$ cat src/rtl/mem_arbiter_if.sv
// Bundle between two cache requesters, the mem_arbiter and the main_memory port.
// The arbiter takes the slave view; requesters and the memory model take the master view.
interface mem_arbiter_if #(
  parameter int ADDR_W = 33,
  parameter int DATA_W = 128
);
  // Handshake: a requester raises reqN_rd/reqN_wr with stable addr/wdata/lock and holds them
  // until ackN pulses for one cycle (rdata valid in that cycle). The arbiter holds
  // mem_en_read/mem_en_write with stable mem_addr/mem_wdata until a one-cycle mem_ack.
  logic              req0_rd;
  logic              req0_wr;
  logic              req0_lock;
  logic [ADDR_W-1:0] req0_addr;
  logic [DATA_W-1:0] req0_wdata;
  logic              req1_rd;
  logic              req1_wr;
  logic              req1_lock;
  logic [ADDR_W-1:0] req1_addr;
  logic [DATA_W-1:0] req1_wdata;
  logic              ack0;
  logic              ack1;
  logic [DATA_W-1:0] rdata;
  logic [1:0]        grant;
  logic [ADDR_W-1:0] mem_addr;
  logic [DATA_W-1:0] mem_wdata;
  logic              mem_en_read;
  logic              mem_en_write;
  logic              mem_ack;
  logic [DATA_W-1:0] mem_rdata;
  logic              err;

  modport master (
    output req0_rd, req0_wr, req0_lock, req0_addr, req0_wdata,
    output req1_rd, req1_wr, req1_lock, req1_addr, req1_wdata,
    input  ack0, ack1, rdata, grant,
    input  mem_addr, mem_wdata, mem_en_read, mem_en_write,
    output mem_ack, mem_rdata,
    input  err
  );

  modport slave (
    input  req0_rd, req0_wr, req0_lock, req0_addr, req0_wdata,
    input  req1_rd, req1_wr, req1_lock, req1_addr, req1_wdata,
    output ack0, ack1, rdata, grant,
    output mem_addr, mem_wdata, mem_en_read, mem_en_write,
    input  mem_ack, mem_rdata,
    output err
  );
endinterface

$ cat src/rtl/mem_arbiter.sv
// Round-robin two-port arbiter in front of main_memory, with lock for writeback+fill pairs.
// Optional ram_ack watchdog with sticky err is enabled by defining ARB_TIMEOUT_EN.
module mem_arbiter #(
  parameter int ADDR_W  = 33,
  parameter int DATA_W  = 128,
  parameter int TIMEOUT = 64
) (
  input  logic         clk,
  input  logic         reset,
  mem_arbiter_if.slave bus,
  output logic [1:0]   dbg_state
);

  typedef enum logic [1:0] {
    IDLE = 2'd0,
    BUSY = 2'd1,
    RESP = 2'd2
  } state_t;

  state_t            state_q, state_d;
  logic [1:0]        grant_q, grant_d;
  logic [ADDR_W-1:0] addr_q, addr_d;
  logic [DATA_W-1:0] wdata_q, wdata_d;
  logic [DATA_W-1:0] rdata_q, rdata_d;
  logic              wr_q, wr_d;
  logic              en_rd_q, en_rd_d;
  logic              en_wr_q, en_wr_d;
  logic [1:0]        ack_q, ack_d;
  logic              ptr_q, ptr_d;
  logic              lock_vld_q, lock_vld_d;
  logic              lock_port_q, lock_port_d;

  logic              pend0, pend1;
  logic              cand0, cand1;
  logic              owner_lock;
  logic              timed_out;

`ifdef ARB_TIMEOUT_EN
  localparam int CNT_W = $clog2(TIMEOUT + 1);
  logic [CNT_W-1:0]  cnt_q, cnt_d;
  logic              to_q, to_d;
  logic              err_q, err_d;
`endif

  assign pend0 = bus.req0_rd | bus.req0_wr;
  assign pend1 = bus.req1_rd | bus.req1_wr;
  // A lock owner hides the other port from arbitration until the owner releases.
  assign cand0 = pend0 & (~lock_vld_q | ~lock_port_q);
  assign cand1 = pend1 & (~lock_vld_q |  lock_port_q);
  assign owner_lock = grant_q[1] ? bus.req1_lock : bus.req0_lock;

  always_comb begin
    state_d     = state_q;
    grant_d     = grant_q;
    addr_d      = addr_q;
    wdata_d     = wdata_q;
    rdata_d     = rdata_q;
    wr_d        = wr_q;
    en_rd_d     = en_rd_q;
    en_wr_d     = en_wr_q;
    ack_d       = 2'b00;
    ptr_d       = ptr_q;
    lock_vld_d  = lock_vld_q;
    lock_port_d = lock_port_q;
    timed_out   = 1'b0;
`ifdef ARB_TIMEOUT_EN
    cnt_d       = cnt_q;
    to_d        = to_q;
    err_d       = err_q;
`endif
    case (state_q)
      IDLE: begin
        if (cand0 && (!cand1 || !ptr_q)) begin
          state_d = BUSY;
          grant_d = 2'b01;
          addr_d  = bus.req0_addr;
          wdata_d = bus.req0_wdata;
          wr_d    = bus.req0_wr;
          en_wr_d = bus.req0_wr;
          en_rd_d = ~bus.req0_wr;
`ifdef ARB_TIMEOUT_EN
          cnt_d   = '0;
`endif
        end else if (cand1) begin
          state_d = BUSY;
          grant_d = 2'b10;
          addr_d  = bus.req1_addr;
          wdata_d = bus.req1_wdata;
          wr_d    = bus.req1_wr;
          en_wr_d = bus.req1_wr;
          en_rd_d = ~bus.req1_wr;
`ifdef ARB_TIMEOUT_EN
          cnt_d   = '0;
`endif
        end
      end
      BUSY: begin
`ifdef ARB_TIMEOUT_EN
        cnt_d = cnt_q + 1'b1;
        if (!bus.mem_ack && cnt_q == CNT_W'(TIMEOUT - 1)) begin
          timed_out = 1'b1;
        end
`endif
        if (bus.mem_ack || timed_out) begin
          state_d = RESP;
          en_rd_d = 1'b0;
          en_wr_d = 1'b0;
          ack_d   = grant_q;
          if (timed_out) begin
            rdata_d = '0;
          end else if (!wr_q) begin
            rdata_d = bus.mem_rdata;
          end
`ifdef ARB_TIMEOUT_EN
          to_d  = timed_out;
          err_d = err_q | timed_out;
`endif
        end
      end
      RESP: begin
        state_d     = IDLE;
        grant_d     = 2'b00;
        ptr_d       = grant_q[0];
        lock_port_d = grant_q[1];
        lock_vld_d  = owner_lock;
`ifdef ARB_TIMEOUT_EN
        // A timed-out owner must not keep the memory port for a follow-up.
        if (to_q) begin
          lock_vld_d = 1'b0;
        end
        to_d = 1'b0;
`endif
      end
      default: begin
        state_d = IDLE;
        grant_d = 2'b00;
        en_rd_d = 1'b0;
        en_wr_d = 1'b0;
      end
    endcase
  end

  always_ff @(posedge clk or negedge reset) begin
    if (!reset) begin
      state_q     <= IDLE;
      grant_q     <= 2'b00;
      addr_q      <= '0;
      wdata_q     <= '0;
      rdata_q     <= '0;
      wr_q        <= 1'b0;
      en_rd_q     <= 1'b0;
      en_wr_q     <= 1'b0;
      ack_q       <= 2'b00;
      ptr_q       <= 1'b0;
      lock_vld_q  <= 1'b0;
      lock_port_q <= 1'b0;
    end else begin
      state_q     <= state_d;
      grant_q     <= grant_d;
      addr_q      <= addr_d;
      wdata_q     <= wdata_d;
      rdata_q     <= rdata_d;
      wr_q        <= wr_d;
      en_rd_q     <= en_rd_d;
      en_wr_q     <= en_wr_d;
      ack_q       <= ack_d;
      ptr_q       <= ptr_d;
      lock_vld_q  <= lock_vld_d;
      lock_port_q <= lock_port_d;
    end
  end

`ifdef ARB_TIMEOUT_EN
  always_ff @(posedge clk or negedge reset) begin
    if (!reset) begin
      cnt_q <= '0;
      to_q  <= 1'b0;
      err_q <= 1'b0;
    end else begin
      cnt_q <= cnt_d;
      to_q  <= to_d;
      err_q <= err_d;
    end
  end

  assign bus.err = err_q;
`else
  assign bus.err = 1'b0;
`endif

  assign bus.grant        = grant_q;
  assign bus.mem_addr     = addr_q;
  assign bus.mem_wdata    = wdata_q;
  assign bus.mem_en_read  = en_rd_q;
  assign bus.mem_en_write = en_wr_q;
  assign bus.ack0         = ack_q[0];
  assign bus.ack1         = ack_q[1];
  assign bus.rdata        = rdata_q;
  assign dbg_state        = state_q;

endmodule
$ cat src/flat_wrapper.sv
// flat-port wrapper written by rule: the top's interface ports become plain ports
module mem_arbiter_flat 
#(
  parameter int ADDR_W  = 33,
  parameter int DATA_W  = 128,
  parameter int TIMEOUT = 64
)
  (clk, reset, dbg_state, bus_req0_rd, bus_req0_wr, bus_req0_lock, bus_req0_addr, bus_req0_wdata, bus_req1_rd, bus_req1_wr, bus_req1_lock, bus_req1_addr, bus_req1_wdata, bus_ack0, bus_ack1, bus_rdata, bus_grant, bus_mem_addr, bus_mem_wdata, bus_mem_en_read, bus_mem_en_write, bus_mem_ack, bus_mem_rdata, bus_err);
  mem_arbiter_if #(.ADDR_W(ADDR_W), .DATA_W(DATA_W)) bus_i ();
  input  logic clk;
  input  logic reset;
  output logic [1:0] dbg_state;
  input wire logic [$bits(bus_i.req0_rd)-1:0] bus_req0_rd;
  input wire logic [$bits(bus_i.req0_wr)-1:0] bus_req0_wr;
  input wire logic [$bits(bus_i.req0_lock)-1:0] bus_req0_lock;
  input wire logic [$bits(bus_i.req0_addr)-1:0] bus_req0_addr;
  input wire logic [$bits(bus_i.req0_wdata)-1:0] bus_req0_wdata;
  input wire logic [$bits(bus_i.req1_rd)-1:0] bus_req1_rd;
  input wire logic [$bits(bus_i.req1_wr)-1:0] bus_req1_wr;
  input wire logic [$bits(bus_i.req1_lock)-1:0] bus_req1_lock;
  input wire logic [$bits(bus_i.req1_addr)-1:0] bus_req1_addr;
  input wire logic [$bits(bus_i.req1_wdata)-1:0] bus_req1_wdata;
  output wire logic [$bits(bus_i.ack0)-1:0] bus_ack0;
  output wire logic [$bits(bus_i.ack1)-1:0] bus_ack1;
  output wire logic [$bits(bus_i.rdata)-1:0] bus_rdata;
  output wire logic [$bits(bus_i.grant)-1:0] bus_grant;
  output wire logic [$bits(bus_i.mem_addr)-1:0] bus_mem_addr;
  output wire logic [$bits(bus_i.mem_wdata)-1:0] bus_mem_wdata;
  output wire logic [$bits(bus_i.mem_en_read)-1:0] bus_mem_en_read;
  output wire logic [$bits(bus_i.mem_en_write)-1:0] bus_mem_en_write;
  input wire logic [$bits(bus_i.mem_ack)-1:0] bus_mem_ack;
  input wire logic [$bits(bus_i.mem_rdata)-1:0] bus_mem_rdata;
  output wire logic [$bits(bus_i.err)-1:0] bus_err;
  assign bus_i.req0_rd = bus_req0_rd;
  assign bus_i.req0_wr = bus_req0_wr;
  assign bus_i.req0_lock = bus_req0_lock;
  assign bus_i.req0_addr = bus_req0_addr;
  assign bus_i.req0_wdata = bus_req0_wdata;
  assign bus_i.req1_rd = bus_req1_rd;
  assign bus_i.req1_wr = bus_req1_wr;
  assign bus_i.req1_lock = bus_req1_lock;
  assign bus_i.req1_addr = bus_req1_addr;
  assign bus_i.req1_wdata = bus_req1_wdata;
  assign bus_ack0 = bus_i.ack0;
  assign bus_ack1 = bus_i.ack1;
  assign bus_rdata = bus_i.rdata;
  assign bus_grant = bus_i.grant;
  assign bus_mem_addr = bus_i.mem_addr;
  assign bus_mem_wdata = bus_i.mem_wdata;
  assign bus_mem_en_read = bus_i.mem_en_read;
  assign bus_mem_en_write = bus_i.mem_en_write;
  assign bus_i.mem_ack = bus_mem_ack;
  assign bus_i.mem_rdata = bus_mem_rdata;
  assign bus_err = bus_i.err;
  mem_arbiter #(.ADDR_W(ADDR_W), .DATA_W(DATA_W), .TIMEOUT(TIMEOUT)) u_core (.clk(clk), .reset(reset), .bus(bus_i), .dbg_state(dbg_state));
endmodule
$ cat config.mk
export PLATFORM = sky130hd
export DESIGN_NAME = mem_arbiter_flat
export DESIGN_NICKNAME = d
export VERILOG_FILES = /design/src/rtl/mem_arbiter_if.sv /design/src/rtl/mem_arbiter.sv /design/src/flat_wrapper.sv
export SDC_FILE = /design/constraint.sdc
export NUM_CORES = 1
export LEC_CHECK = 0
export BUFFER_PORTS_ARGS = -buffer_cell sky130_fd_sc_hd__buf_2
export CAP_MARGIN = 0
export CORE_AREA = 2 2 293 295
export CTS_CLUSTER_DIAMETER = 200
export DETAILED_ROUTE_END_ITERATION = 6
export DIE_AREA = 0 0 295 297
export PLACE_DENSITY_LB_ADDON = 0.2
export SLEW_MARGIN = 30
export SYNTH_ARGS = -nofsm -noshare
export SYNTH_HDL_FRONTEND = slang
export SYNTH_SLANG_ARGS = --single-unit
$ cat constraint.sdc
create_clock -name clk -period 2.93 [get_ports clk]
set_input_delay 0.1465 -clock clk [delete_from_list [all_inputs] [get_ports clk]]
set_output_delay 0.1465 -clock clk [all_outputs]
set_load 0.02 [all_outputs]
==> impl_metrics.yaml <==
logic_synthesis:
  async_flop_share_pct: 100
  synth.most_common_cell: "a21oi_1"
  yosys_warnings: 0
  synth.distinct_cells: 23
  synthFlopType: "dfrtp_1"
  synth.net_count: 1493
  synth_top_cell_by_area: "dfrtp_1"
  yosysTopAreaCellShare_pct: 58.6
  synthCells: 1034
  seq_area_frac_synth_pct: 58.6
  synthTopCellsByArea: "dfrtp_1 59%, mux2i_1 13%, a21oi_1 13%"
  netlist_area_mm2: 0.0128
  synth.top_cells.by_count: "326 x a21oi_1, 301 x dfrtp_1, 164 x mux2i_1"
  syn-mean-instance-area_um2: 12.4
  ys_seq_elements: 301
  synth-edff-count: 0
setup_path:
  cp_slowest_cell: "dlygate4sd3_1"
  critPathRequiredTime_ps: 3340
  cp-end-kind: "flop"
  critPathMaxFanout: 54
  path_class: "reg2reg"
  ff2ff_path_depth: 7
  max_stage_delay_ps: 600
  cp_data_arrival_time_ps: 2860
  crit_family: "buffers and inverters"
  critPathLaunchType: "flop"
  critPathBufInv: 3
  path_cells: "o21ai_0 > o21ai_4 > buf_12 > buf_4 > mux2i_1 > dlygate4sd3_1 > a21oi_1"
  crit_cells: 7
timing:
  fin_crit_ps: 2450
  hold_viol_final: 0
  slew_violations: 0
  skew_ps: 18.2
  fmax_ghz: 0.408
  setup-violations-final: 0
  slew_headroom_pct: 51.7
  worst_slew_pin_slew_ps: 724
  setup_tns_ps: 0
  period_share_pct: 83.6
  hold_slack_ps: 61.8
  rsz0062_at_grt: "no"
routing:
  via_count: 12876
  routed_wl_um: 52400
  avgRoutedWirePerCell_um: 15.4
  drc: 0
  vias_per_cell: 3.79
  dr.pass1.iters: 6
  drtIter0Drc: 450
  final_antenna_net_count: 0
cells_and_area:
  drive_gt1_share_pct: 43.5
  num-nets-final: 2683
  fill_cells: 8861
  area_delta_synth_final_pct: 85.9
clock_network:
  h-tree-depth: 2
  clock-sinks: 301
  cts-root-buf: "clkbuf_16"
  cts.repair.resized: 0
  cts.path.max_buffers: 3
  numCtsBuffers: 38
  clkSlewWorstSetupHoldPaths_ps: 60
  clk_latency_ps: 540
  cts_tree: "done"
floorplan:
  start_util_pct: 15.2
  dieHeight_um: 297
  num_rows: 107
  io_pins: 757
  die_w_um: 295
  die_area_mm2: 0.0876
  design.core.area_mm2: 0.0845
global_routing:
  grt_pass1_vias: 14020
  grt_use_total_pct: 11.3
  grt_start_max_net_pins: 102
  antenna_found_initial: 5
  grt_first_pass_wirelength_um: 78600
  overflow: 0
power_and_ir_drop:
  ir_worst_vdd_mv: 0.681
  power.density_mw_per_mm2: 1040
  power.leakage_nw: 11.1
worst_hold_path:
  hp-class: "in2reg"
  worstHoldPathCells: 3
run:
  drv_cap: 0
run_status:
  outcome: "finished clean"
place:
  dpl.hpwl_um: 37100
  place.port_buffers: 755
  place.gp.congestion: 0.802
## flip-flops by register name (all words and copies together), names as in the netlist
register and count:
u_core.lock_port_q 1, u_core.bus.mem_addr 33, u_core.bus.mem_en_write 1, u_core.wr_q 1
u_core.bus.grant 2, u_core.bus.rdata 128, u_core.bus.mem_wdata 128, u_core.bus.mem_en_read 1
u_core.ptr_q 1, u_core.dbg_state 2, u_core.lock_vld_q 1, u_core.ack_q 2
## repair_timing
item	4_1_cts	5_1_grt
setup buffers	0	0
hold endpoints to repair	363	0
hold buffers	452	0
## metrics by stage
| step | instances | cell area [µm²] | utilization (%) | total power [mW] | worst slack, ps |
|---|---|---|---|---|---|
| final | 3396 | 23900 | 28.3 | 24.7 | 482 |
| after global routing | 3396 | 23900 | 28.3 | 26.3 | 332 |
| after CTS | 3394 | 23900 | 28.3 | 25.1 | 417 |
| after detailed placement | 2876 | 18000 | 21.4 | 18.8 | 839 |
| after global placement | 2876 | 18000 | 21.4 | 18.7 | 900 |
| after floorplan | 1034 | 12800 | - | 14.4 | 1220 |
## cells by family after synthesis
logic type             Yosys count  share of synthesized area [%]
AOI/OAI and AO/OA              332                           13.0
buffers and inverters           89                           3.29
DFF                            301                           58.6
muxes                          295                           24.3
other                            1                         0.0292
and+or+nand+nor                 16                          0.730
## routing by layer
layer  up-vias  wire (µm)  global-route usage [%]  share of wire, %
li1       6133          -                       -                 -
met1      6155      19600                    12.0                37
met2       497      26800                    20.9                51
met3        87       4020                    3.39               7.7
met4         4       1930                    4.41               3.7
met5         -         31                       0             0.059
## report_power, final
part	internal (mW)	switching, mW
Clock	3.12	1.85
Combinational	5.15	7.16
Sequential	6.27	1.18
## worst register-to-register path, stage by stage, from the launching register on
cell and delay, ps:
dfrtp_1 340, o21ai_0 140, o21ai_4 220, buf_12 300, buf_4 420, mux2i_1 240, dlygate4sd3_1 600, a21oi_1 80
## worst paths after layout
kind | endpoint | slack (ps) | startpoint
setup reg to reg | u_core.bus.mem_wdata[57] | 480 | u_core.ptr_q
max in group asynchronous | u_core.bus.rdata[71] | 1910 | reset
setup / recovery | u_core.bus.mem_wdata[57] | 480 | u_core.ptr_q
hold / removal | u_core.bus.mem_en_write | 60 | bus_req1_wr
min in group asynchronous | u_core.bus.mem_wdata[29] | 210 | reset
hold reg to reg | u_core.bus.rdata[5] | 500 | u_core.bus.rdata[5]
## final cells by class
| type | count | area, µm² | share of cell area, % |
|---|---|---|---|
| repair buffers | 1237 | 8680 | 36.3 |
| inverters | 2 | 12.5 | 0.0524 |
| well taps | 1144 | 1430 | 5.99 |
| multi-input cells | 644 | 4920 | 20.6 |
| clock buffers | 54 | 1090 | 4.57 |
| clock inverters | 12 | 218 | 0.912 |
| diodes | 2 | 5.00 | 0.0210 |
| flip-flops and latches | 301 | 7530 | 31.5 |
## layout by cell type (no fill, tap or decap), types with 2 or more instances in the layout
cell / instances
a21oi_1: 326
and2_1: 3
buf_12: 11
buf_2: 754
buf_4: 19
bufinv_16: 6
clkbuf_1: 9
clkbuf_16: 39
clkbuf_8: 6
clkinv_2: 4
dfrtp_1: 301
diode_2: 2
dlygate4sd3_1: 452
inv_6: 3
mux2_2: 130
mux2i_1: 164
nand2_1: 3
nor2_1: 4
o21ai_0: 2
Note: power is estimated with default switching activity, not from simulation.
